## src/rtl/keypad_event_encoder_pkg.sv

```systemverilog
// Shared constants for the keypad event encoder: FSM encoding, default idle code
// and the key-count thresholds of the multi-key policy.
package keypad_event_encoder_pkg;

   localparam logic [1:0] ST_IDLE     = 2'd0;
   localparam logic [1:0] ST_PRESS_DB = 2'd1;
   localparam logic [1:0] ST_HELD     = 2'd2;
   localparam logic [1:0] ST_REL_DB   = 2'd3;

   localparam logic [3:0] NO_KEY_CODE_DEF = 4'hE;

   // Number of simultaneously pressed keys that selects each policy branch.
   localparam int POLICY_SINGLE = 1;
   localparam int POLICY_PAIR   = 2;
   localparam int POLICY_MANY   = 3;

endpackage

```

## src/rtl/keypad_policy_resolver.sv

```systemverilog
// Combinational multi-key policy: one key -> its index, two keys -> higher index,
// three or more -> lowest index, none -> no candidate.
module keypad_policy_resolver
   import keypad_event_encoder_pkg::*;
#(
   parameter int N_KEYS = 12,
   parameter int CODE_W = 4
) (
   input  logic [N_KEYS-1:0] ksync,
   output logic [CODE_W-1:0] cand_code,
   output logic              cand_valid
);

   localparam int CW = $clog2(N_KEYS + 1);

   logic [CW-1:0]     n_set;
   logic [CODE_W-1:0] lo_idx;
   logic [CODE_W-1:0] hi_idx;
   logic              found;

   always_comb begin
      n_set  = '0;
      lo_idx = '0;
      hi_idx = '0;
      found  = 1'b0;
      for (int i = 0; i < N_KEYS; i++) begin
         if (ksync[i]) begin
            n_set  = n_set + CW'(1);
            hi_idx = CODE_W'(i);
            if (!found) begin
               lo_idx = CODE_W'(i);
               found  = 1'b1;
            end
         end
      end
   end

   always_comb begin
      cand_valid = (n_set >= CW'(POLICY_SINGLE));
      if (n_set >= CW'(POLICY_MANY))
         cand_code = lo_idx;
      else if (n_set == CW'(POLICY_PAIR))
         cand_code = hi_idx;
      else
         cand_code = lo_idx;
   end

endmodule

```

## src/rtl/keypad_event_encoder.sv

```systemverilog
// Synchronises and debounces the keypad, applies the multi-key policy and queues
// one code per press (plus optional auto-repeat) into a valid/ready event FIFO.
module keypad_event_encoder
   import keypad_event_encoder_pkg::*;
#(
   parameter int                N_KEYS          = 12,
   parameter int                CODE_W          = 4,
   parameter logic [CODE_W-1:0] NO_KEY_CODE     = CODE_W'(NO_KEY_CODE_DEF),
   parameter int                DEBOUNCE_CYCLES = 1000,
   parameter int                REPEAT_EN       = 0,
   parameter int                REPEAT_DELAY    = 50000,
   parameter int                REPEAT_PERIOD   = 10000,
   parameter int                FIFO_DEPTH      = 4
) (
   input  logic              clk,
   input  logic              rst,
   input  logic [N_KEYS-1:0] key,
   output logic [CODE_W-1:0] code_out,
   output logic              out_valid,
   input  logic              out_ready,
   output logic              key_held,
   output logic              overflow
);

   localparam int CNT_W   = $clog2(DEBOUNCE_CYCLES + 1);
   localparam int RPT_MAX = (REPEAT_DELAY > REPEAT_PERIOD) ? REPEAT_DELAY : REPEAT_PERIOD;
   localparam int RPT_W   = $clog2(RPT_MAX + 1);
   localparam int AW      = $clog2(FIFO_DEPTH);

   // "Last" values: the counter reaches its terminal value on the increment taken
   // in the cycle where it already holds terminal-1.
   localparam logic [CNT_W-1:0] DB_LAST    = CNT_W'(DEBOUNCE_CYCLES - 1);
   localparam logic [RPT_W-1:0] DELAY_LAST = RPT_W'(REPEAT_DELAY - 1);
   localparam logic [RPT_W-1:0] PER_LAST   = RPT_W'(REPEAT_PERIOD - 1);

   logic [N_KEYS-1:0] ksync_meta;
   logic [N_KEYS-1:0] ksync;
   logic [CODE_W-1:0] cand_code;
   logic              cand_valid;

   logic [1:0]        state;
   logic [CODE_W-1:0] lat_code;
   logic [CNT_W-1:0]  cnt;
   logic [RPT_W-1:0]  rpt_cnt;
   logic              rpt_first;

   logic              db_hit;
   logic              rpt_hit;
   logic              push;

   logic [CODE_W-1:0] mem [FIFO_DEPTH];
   logic [AW:0]       wr_ptr;
   logic [AW:0]       rd_ptr;
   logic              fifo_empty;
   logic              fifo_full;
   logic              pop;
   logic              push_accept;

   always_ff @(posedge clk or posedge rst) begin
      if (rst) begin
         ksync_meta <= '0;
         ksync      <= '0;
      end else begin
         ksync_meta <= key;
         ksync      <= ksync_meta;
      end
   end

   keypad_policy_resolver #(
      .N_KEYS (N_KEYS),
      .CODE_W (CODE_W)
   ) u_policy (
      .ksync      (ksync),
      .cand_code  (cand_code),
      .cand_valid (cand_valid)
   );

   always_comb begin
      db_hit  = 1'b0;
      rpt_hit = 1'b0;
      if (state == ST_PRESS_DB && cand_valid && cand_code == lat_code && cnt >= DB_LAST)
         db_hit = 1'b1;
      if (REPEAT_EN != 0 && state == ST_HELD && cand_valid)
         rpt_hit = rpt_first ? (rpt_cnt >= DELAY_LAST) : (rpt_cnt >= PER_LAST);
      push = db_hit || rpt_hit;
   end

   always_ff @(posedge clk or posedge rst) begin
      if (rst) begin
         state     <= ST_IDLE;
         lat_code  <= '0;
         cnt       <= '0;
         rpt_cnt   <= '0;
         rpt_first <= 1'b0;
      end else begin
         case (state)
            ST_IDLE: begin
               if (cand_valid) begin
                  state    <= ST_PRESS_DB;
                  lat_code <= cand_code;
                  cnt      <= CNT_W'(1);
               end
            end
            ST_PRESS_DB: begin
               if (!cand_valid) begin
                  state <= ST_IDLE;
               end else if (cand_code != lat_code) begin
                  lat_code <= cand_code;
                  cnt      <= CNT_W'(1);
               end else if (db_hit) begin
                  state     <= ST_HELD;
                  rpt_cnt   <= '0;
                  rpt_first <= 1'b1;
               end else begin
                  cnt <= cnt + CNT_W'(1);
               end
            end
            ST_HELD: begin
               // A different code while still held is deliberately ignored.
               if (!cand_valid) begin
                  state <= ST_REL_DB;
                  cnt   <= CNT_W'(1);
               end else if (rpt_hit) begin
                  rpt_cnt   <= '0;
                  rpt_first <= 1'b0;
               end else if (REPEAT_EN != 0) begin
                  rpt_cnt <= rpt_cnt + RPT_W'(1);
               end
            end
            default: begin
               // Release debounce; a re-press resumes the hold with repeat timing intact.
               if (cand_valid) begin
                  state <= ST_HELD;
                  cnt   <= '0;
               end else if (cnt >= DB_LAST) begin
                  state <= ST_IDLE;
               end else begin
                  cnt <= cnt + CNT_W'(1);
               end
            end
         endcase
      end
   end

   assign key_held = (state == ST_HELD) || (state == ST_REL_DB);

   assign fifo_empty  = (wr_ptr == rd_ptr);
   assign fifo_full   = (wr_ptr[AW] != rd_ptr[AW]) && (wr_ptr[AW-1:0] == rd_ptr[AW-1:0]);
   assign pop         = out_valid && out_ready;
   // When full, a simultaneous pop frees the head slot, which is exactly the write slot.
   assign push_accept = push && (!fifo_full || pop);

   always_ff @(posedge clk) begin
      if (push_accept)
         mem[wr_ptr[AW-1:0]] <= lat_code;
   end

   always_ff @(posedge clk or posedge rst) begin
      if (rst) begin
         wr_ptr   <= '0;
         rd_ptr   <= '0;
         overflow <= 1'b0;
      end else begin
         if (push_accept)
            wr_ptr <= wr_ptr + (AW+1)'(1);
         if (pop)
            rd_ptr <= rd_ptr + (AW+1)'(1);
         overflow <= push && fifo_full && !pop;
      end
   end

   // Head outputs depend only on FIFO state flops, never on this cycle's inputs.
   assign out_valid = !fifo_empty;
   assign code_out  = fifo_empty ? NO_KEY_CODE : mem[rd_ptr[AW-1:0]];

endmodule

```

## config.mk

```make
export PLATFORM = sky130hd
export DESIGN_NAME = keypad_event_encoder
export DESIGN_NICKNAME = d
export VERILOG_FILES = /design/src/rtl/keypad_event_encoder_pkg.sv /design/src/rtl/keypad_policy_resolver.sv /design/src/rtl/keypad_event_encoder.sv
export SDC_FILE = /design/constraint.sdc
export NUM_CORES = 1
export LEC_CHECK = 0
export CORE_ASPECT_RATIO = 0.7
export CORE_MARGIN = 2
export CORE_UTILIZATION = 55
export DETAILED_ROUTE_END_ITERATION = 8
export GPL_TIMING_DRIVEN = 1
export PLACE_DENSITY = 0.76
export SETUP_SLACK_MARGIN = 0.4
export SYNTH_ARGS = -nofsm -noshare
export SYNTH_HDL_FRONTEND = slang
export SYNTH_SLANG_ARGS = --single-unit
```

## constraint.sdc

```tcl
create_clock -name clk -period 8.16 [get_ports clk]
set_clock_uncertainty 0.05 [all_clocks]
set_input_delay 2.448 -clock clk [delete_from_list [all_inputs] [get_ports clk]]
set_output_delay 2.448 -clock clk [all_outputs]
set_load 0.03 [all_outputs]
```

==> run metrics, run 1 <==
FF+latch count, synth=63; largest net degree at the start of global routing=48; syn nets=434; die width=107 um; leakage=1.96 nW; ys async rst share=74.6%; gr ovfl total=0; Syn. warnings=0; worst hold path depth=0; Initial Util=56.6%; Port Buffers=21; CP max stage delay=550 ps; post-route setup slack=961 ps; Reg2Reg Depth=31; Final Hold Vio Count=0; headroom to the max-slew limit=37.8%; chip height=76.4 um; die area=0.00822 mm^2; pwr/cell area=289 mW/mm^2; io pins=22; ranking of synthesized cells by area=dfrtp_1 (29%), edfxtp_1 (12%), ha_1 (6.1%); Slew @ Worst Pin=931 ps; routability cong.=0.918; Vias=2,983; placed cells=502; hold slack final=296 ps; core area=0.00729 mm^2; most numerous cell in the Yosys netlist=dfrtp_1; buffer depth of the longest clock path=2; Crit path top cell by count=ha_1; initial antenna violation count=0; Max Cap Viol=0; worst vdd ir=185 uV; CP arrival=7180 ps; Final Instance Count excl. Fillers=521; Max Transition Viols Final=0; final setup fails=0; number of antenna diodes=0; DP Worst Slack=707 ps; hpwl dp=5890 um; Tmin final=7200 ps; first-pass GRT wire length=13,600 um; Yosys top cell by area=dfrtp_1; CTS tree=built; Distinct cells, synth=68; First-pass DRT Iterations=5; CTS clock-pin slew for the worst setup and hold paths=70 ps; H-tree depth=3; Setup crit start kind=flop; Total GRT Usage=20.9%; RSZ-0062 raised after global routing=no; top cell type's share of synthesized area=28.5%; sequential share of the synthesized area=40.2%; Mapped Area=0.00412 mm^2; wire per inst=15.2 um; vias per inst=5.73; final worst-path cycle share=88.2%; area added between synthesis and finish=13.1%; Routed Wire Length=7920 um; filler cell count=589; Clk Latency, worst-skew pair=330 ps; final core area utilization=64.0%; Worst setup startpoint=ksync[0]$_DFF_PP0_; slowest library cell on the worst path=xnor3_2; clock sinks=63; status=finished clean; Post-synth EDFFs=16; average size of a mapped cell=10.3 um^2; launching point of the worst reg2reg path=ksync[0]$_DFF_PP0_; Post-synth top cells=dfrtp_1 (47), nand2_1 (35), inv_1 (26); number of global-route vias before repair=2,803; Final nets=453; Routed Antenna Nets=0; worst min path class=reg2reg; Crit Path Category=reg2reg; WP data required=8140 ps; site row count=26; Synth Flop Type=dfrtp_1; clock root cell=clkbuf_8; Max Fclk=139 MHz; Hold Path Origin=ksync_meta[2]$_DFF_PP0_; CTS buffer count=9; setup TNS=0 ps; Iter 0 DRT Violations=185; CP endpoint kind=flop; Syn Inst Count=399; share of layout cells above drive strength 1=16.3%; worst-path maximum fanout=8; # DRC=0
-- cells by family after synthesis --
kind of cell / count (synthesis) / synth area share (%)
flops: 63 / 40.2
simple gates: 126 / 16.2
mux: 15 / 5.04
compound gates: 87 / 14.7
xor+xnor: 44 / 13.5
buf+inv: 44 / 4.31
fa+ha+maj: 20 / 6.07
-- cell usage in the layout (no fill, tap or decap), drive strengths merged, types with 16 or more instances in the layout --
cell type and n:
xnor2 25, o21ai 19, nor2 26, clkdlybuf4s50 21, ha 20, a21oi 21, dfrtp 47, inv 29
edfxtp 16, nand2 37
-- report_power, final --
group	switching (mW)	total [mW]	internal, mW
Clock	0.124	0.234	0.110
Combinational	0.397	0.719	0.322
Sequential	0.0379	0.393	0.356
Total	0.559	1.35	0.788
-- path summary, 6_finish.rpt --
path	endpoint	slack [ps]
max reg2reg	mem[1][0]$_DFFE_PP_	960
max	mem[1][0]$_DFFE_PP_	960
min reg2reg	ksync[2]$_DFF_PP0_	300
max in group asynchronous	wr_ptr[1]$_DFFE_PP0P_	4890
min	ksync[2]$_DFF_PP0_	300
min in group asynchronous	cnt[1]$_DFFE_PP0P_	2600
-- critical path: cells and delay by family, from the launching register on --
| family | cells | cell delay, ps |
|---|---|---|
| AOI/OAI and AO/OA | 10 | 1510 |
| xor gates and xnor gates | 5 | 1470 |
| adders and majority gates | 6 | 1900 |
| buffers and inverters | 3 | 280 |
| DFF | 1 | 380 |
| and+or+nand+nor | 7 | 1280 |
-- registers in the layout, indices dropped and copies added (netlist names), named ones only --
| signal | flops |
|---|---|
| cnt | 10 |
| ksync | 12 |
| overflow | 1 |
| mem | 16 |
| state | 1 |
| wr_ptr | 3 |
| lat_code | 4 |
| ksync_meta | 12 |
| rd_ptr | 3 |
-- through the flow --
stage	power (mW)	area (um^2)
after floorplan	0.957	4120
after global placement	1.06	4380
after detailed placement	1.08	4380
after CTS	1.32	4560
after global routing	1.45	4660
final	1.35	4660
-- layout make-up --
type / instances / area [um^2] / share of cell area, %
flip-flops and latches: 63 / 1660 / 35.5
clock inverters: 7 / 48.8 / 1.05
multi-input cells: 292 / 2370 / 50.9
inverters: 28 / 105 / 2.25
repair buffers: 24 / 233 / 4.99
clock buffers: 9 / 124 / 2.66
well taps: 98 / 123 / 2.63
-- per-layer routing --
layer  global-route usage (%)  up-vias  wire length, um
met5                        0        -                0
met4                     5.51        0               54
met3                     5.22        5              373
met2                     29.9       85             3520
met1                     31.6     1434             3970
li1                         -     1459                -
-- repair_timing --
item                       4_1_cts  5_1_grt
setup endpoints to repair        0       31
resized for setup                0       18
hold buffers                     0        0
buffers inserted                 0        3
Power figures use the tool's default switching activity.
==> run 2, diff against run 1 <==
--- a/config.mk
+++ b/config.mk
@@ -8,9 +8,10 @@
 export CORE_ASPECT_RATIO = 0.7
 export CORE_MARGIN = 2
 export CORE_UTILIZATION = 55
+export CTS_CLUSTER_DIAMETER = 100
 export DETAILED_ROUTE_END_ITERATION = 8
 export GPL_TIMING_DRIVEN = 1
-export PLACE_DENSITY = 0.76
+export PLACE_DENSITY = 0.82
 export SETUP_SLACK_MARGIN = 0.4
 export SYNTH_ARGS = -nofsm -noshare
 export SYNTH_HDL_FRONTEND = slang
==> run 2 against run 1 <==
Compared with the run above:
- sequential power about the same
- worst setup slack worse by 140 ps
- count of clock-buffer cells in the layout up 5
- utilization up 0.086 points
- routed wire length up 1.5%
- via count up 1.0%
- final area up 0.13%
- maximum frequency down 1.9%
- first-iteration DRC count up 28%
==> run metrics, run 2 (same netlist as run 1, synthesis figures left out) <==
CP arrival=7320 ps; site row count=26; clock share of power=18.5%; final worst-path cycle share=89.9%; CTS tree=built; launching point of the worst reg2reg path=ksync[1]$_DFF_PP0_; Final Hold Vio Count=0; clock sinks=63; leakage=1.97 nW; routability cong.=0.860; CP max stage delay=410 ps; io pins=22; pwr/cell area=293 mW/mm^2; hold-fix buffers at CTS=0; Total GRT Usage=20.4%; chip height=76.4 um; Initial Util=56.6%; hpwl dp=5950 um; WP data required=8140 ps; largest net degree at the start of global routing=48; die width=107 um; Slew @ Worst Pin=926 ps; FF-to-FF End=mem[3][0]$_DFFE_PP_; hold slack final=290 ps; hold path endpoint=ksync[1]$_DFF_PP0_; vias per inst=5.77; slowest library cell on the worst path=dfrtp_1; Iter 0 DRT Violations=236; internal power=0.823 mW; worst vdd ir=181 uV; buffer depth of the longest clock path=2; Gate power share=52.5%; flop2flop setup slack=820 ps; worst-path maximum fanout=8; Hold Path Origin=ksync_meta[1]$_DFF_PP0_; status=finished clean; wire per inst=15.4 um; Final nets=454; worst hold path depth=0; DP Worst Slack=622 ps; share of layout cells above drive strength 1=15.6%; Tmin final=7340 ps; Reg2Reg Depth=34; area added between synthesis and finish=13.2%; Max Fclk=136 MHz; initial antenna violation count=0; final setup fails=0; CTS clock-pin slew for the worst setup and hold paths=70 ps; CP endpoint kind=flop; number of antenna diodes=0; Routed Wire Length=8040 um; Max Cap Viol=0; Setup crit start kind=flop; Crit Path Category=reg2reg; RSZ-0062 raised after global routing=no; First-pass DRT Iterations=4; gr ovfl total=0; Routed Antenna Nets=0; Flop pwr share=29.0%; Max Transition Viols Final=0; commonest non-fill, non-tap cell in the layout=dfrtp_1; total power=1.37 mW; Port Buffers=21; first-pass GRT wire length=13,300 um; Clk Latency, worst-skew pair=340 ps; CTS buffer count=9; H-tree depth=3; number of global-route vias before repair=2,849; setup TNS=0 ps; headroom to the max-slew limit=38.2%; die area=0.00822 mm^2; clock root cell=clkbuf_8; post-route setup slack=822 ps; core area=0.00729 mm^2; Vias=3,013; P_sw=0.543 mW; Crit path top cell by count=ha_1; sw frac=39.7%; max reg flops=16; # DRC=0; worst min path class=reg2reg; commonest non-fill, non-tap cells in the layout=dfrtp_1 (47), nand2_1 (35), inv_1 (25)
## run 2: per-layer routing
layer | up-vias | global-route usage, % | share of wire, %
li1 | 1468 | - | -
met1 | 1457 | 29.0 | 48
met2 | 75 | 31.3 | 46
met3 | 13 | 5.13 | 4.2
met4 | 0 | 5.38 | 1.3
met5 | - | 0 | 0
## run 2: critical path, delay by kind of cell (launching register included)
kind,cells,cell delay [ps]
fa+ha+maj,6,1740
buf+inv,1,90
simple gates,9,1520
flops,1,410
xor+xnor,5,1220
compound gates,12,1850
mux,1,130
## run 2: layout make-up
class | count | area (um^2)
clock inverter | 2 | 11.3
fill | 575 | 2620
inverter | 28 | 105
multi-input combinational | 292 | 2350
timing repair buffer | 25 | 240
tap | 98 | 123
clock buffer | 14 | 183
sequential | 63 | 1660
## run 2: how the worst max path moves through the flow
stage	to	slack (ps)	from	depth (start not counted)
2_1_floorplan	mem[0][0]$_DFFE_PP_	1480	ksync[1]$_DFF_PP0_	33
3_3_place_gp	mem[2][2]$_DFFE_PP_	1030	ksync[1]$_DFF_PP0_	32
3_5_place_dp	mem[2][0]$_DFFE_PP_	620	ksync[1]$_DFF_PP0_	32
4_1_cts	mem[2][3]$_DFFE_PP_	590	ksync[1]$_DFF_PP0_	32
5_1_grt	wr_ptr[2]$_DFFE_PP0P_	310	ksync[1]$_DFF_PP0_	35
6_report	mem[3][0]$_DFFE_PP_	820	ksync[1]$_DFF_PP0_	34
## run 2: timing repair
item / CTS / global route
setup endpoints to repair: 0 / 32
gates resized for setup: 0 / 13
setup buffers: 0 / 4
## run 2: stage by stage
| stage | instance area, um^2 | std cells | util (%) |
|---|---|---|---|
| 6_report | 4670 | 522 | 64.1 |
| 5_1_grt | 4670 | 522 | 64.1 |
| 4_1_cts | 4580 | 518 | 62.8 |
| 3_5_place_dp | 4380 | 502 | 60.1 |
| 3_3_place_gp | 4380 | 502 | 60.1 |
| 2_1_floorplan | 4120 | 399 | - |
## run 2: power by group through the flow
stage | clock, mW | sequential (mW) | combinational, mW
finish | 0.253 | 0.396 | 0.717
global route | 0.278 | 0.399 | 0.781
CTS | 0.260 | 0.394 | 0.682
detailed placement | 0 | 0.400 | 0.674
global placement | 0 | 0.397 | 0.656
floorplan | 0 | 0.381 | 0.576
==> run 3, diff against run 2 <==
--- a/config.mk
+++ b/config.mk
@@ -8,6 +8,7 @@
 export CORE_ASPECT_RATIO = 0.7
 export CORE_MARGIN = 2
 export CORE_UTILIZATION = 55
+export CTS_BUF_LIST = sky130_fd_sc_hd__clkbuf_8
 export CTS_CLUSTER_DIAMETER = 100
 export DETAILED_ROUTE_END_ITERATION = 8
 export GPL_TIMING_DRIVEN = 1
==> constraint.sdc (replaced) <==
create_clock -name clk -period 7.8 [get_ports clk]
set_clock_uncertainty 0.05 [all_clocks]
set_input_delay 2.34 -clock clk [delete_from_list [all_inputs] [get_ports clk]]
set_output_delay 2.34 -clock clk [all_outputs]
set_load 0.03 [all_outputs]
==> run 3 against run 2 <==
Compared with the run above:
- sequential cell count unchanged
- sequential power grew 5%
- clock power decreased by 2%
- register-to-register slack lost 150 ps
- utilization increased by 1.3 points
- final area up 2.0%
- total power rose by 7.8%
- via count increased by 1.3%
==> run metrics, run 3 (same netlist as run 1, synthesis figures left out) <==
status=finished clean; number of global-route vias before repair=2,874; H-tree depth=3; hold slack final=295 ps; chip height=76.4 um; Setup crit start kind=flop; Buf+Inv Stages, Crit Path=2; Total GRT Usage=20.7%; final setup fails=0; Routed Wire Length=8310 um; gr ovfl total=0; Vias=3,051; headroom to the max-slew limit=36.7%; DP Worst Slack=221 ps; slowest library cell on the worst path=dfrtp_1; buffer depth of the longest clock path=2; First-pass DRT Iterations=5; CTS tree=built; Tmin final=7130 ps; vias per inst=5.79; hpwl dp=5960 um; worst-path maximum fanout=7; Reg2Reg Depth=34; wire per inst=15.8 um; commonest non-fill, non-tap cell in the layout=dfrtp_1; Multi-input gate area=0.00242 mm^2; launching point of the worst reg2reg path=ksync[0]$_DFF_PP0_; Final Hold Vio Count=0; leakage=2.01 nW; worst min path class=reg2reg; cell family with most CP delay=adder cells; Crit Path Category=reg2reg; filler cell count=566; Crit path top cell by count=ha_1; Max Cap Viol=0; Max Transition Viols Final=0; number of antenna diodes=0; routability cong.=0.860; initial antenna violation count=0; CP max stage delay=410 ps; core area=0.00729 mm^2; commonest non-fill, non-tap cells in the layout=dfrtp_1 (46), nand2_1 (34), inv_1 (26); CTS buffer count=9; Routed Antenna Nets=0; CTS clock-pin slew for the worst setup and hold paths=70 ps; clock sinks=63; largest net degree at the start of global routing=48; final worst-path cycle share=91.4%; setup TNS=0 ps; Initial Util=56.6%; hold path endpoint=ksync[2]$_DFF_PP0_; site row count=26; Hold Path Origin=ksync_meta[2]$_DFF_PP0_; die width=107 um; flop2flop setup slack=670 ps; hold-fix buffers at CTS=0; Seq. cell area=0.00166 mm^2; clock root cell=clkbuf_8; Clk Latency, worst-skew pair=330 ps; max reg flops=16; CP endpoint kind=flop; Final nets=459; CP arrival=7100 ps; Port Buffers=21; worst hold path depth=0; io pins=22; first-pass GRT wire length=13,600 um; post-route setup slack=669 ps; Max Fclk=140 MHz; WP data required=7770 ps; worst vdd ir=185 uV; Slew @ Worst Pin=948 ps; Iter 0 DRT Violations=209; # DRC=0; FF-to-FF End=mem[3][0]$_DFFE_PP_; RSZ-0062 raised after global routing=no; pwr/cell area=309 mW/mm^2; area added between synthesis and finish=15.5%; die area=0.00822 mm^2; share of layout cells above drive strength 1=19.1%
[run 3: repair_timing]
action	in CTS	in global routing
endpoints found under the setup margin	17	34
setup buffers	0	9
pin swaps	0	3
resized for setup	4	25
[run 3: stage by stage]
stage          instance area, um^2  cells  power [mW]  util (%)
6_report                      4760    527        1.47      65.3
3_3_place_gp                  4380    502        1.10      60.1
4_1_cts                       4570    518        1.38      62.7
2_1_floorplan                 4120    399        1.00         -
5_1_grt                       4760    527        1.57      65.3
3_5_place_dp                  4380    502        1.13      60.1
[run 3: worst max path at each step]
stage	from	end	slack (ps)	cells after the start
4_1_cts	ksync[1]$_DFF_PP0_	mem[3][0]$_DFFE_PP_	330	32
6_report	ksync[0]$_DFF_PP0_	mem[3][0]$_DFFE_PP_	670	34
5_1_grt	ksync[1]$_DFF_PP0_	mem[3][0]$_DFFE_PP_	330	33
2_1_floorplan	ksync[1]$_DFF_PP0_	mem[0][0]$_DFFE_PP_	1120	33
3_3_place_gp	ksync[1]$_DFF_PP0_	mem[2][2]$_DFFE_PP_	670	32
3_5_place_dp	ksync[1]$_DFF_PP0_	mem[1][3]$_DFFE_PP_	220	32
[run 3: layer usage]
metal	vias to the layer above	global-route usage [%]	routed length, um
li1	1479	-	-
met1	1459	30.8	3880
met2	105	30.6	3880
met3	8	4.62	488
met4	0	5.38	66
met5	-	0	0
[run 3: final cells by class]
class                   instances  share of cell area, %
multi-input cells             292                   50.9
flip-flops and latches         63                   34.8
repair buffers                 30                   5.83
inverters                      28                   2.21
clock buffers                  11                   3.18
clock inverters                 5                  0.499
well taps                      98                   2.58
[run 3: where the power goes]
| part | leakage, nW | switching (mW) | internal (mW) |
|---|---|---|---|
| clock | 0.102 | 0.117 | 0.129 |
| sequential | 0.741 | 0.0415 | 0.372 |
| combinational | 1.17 | 0.435 | 0.376 |
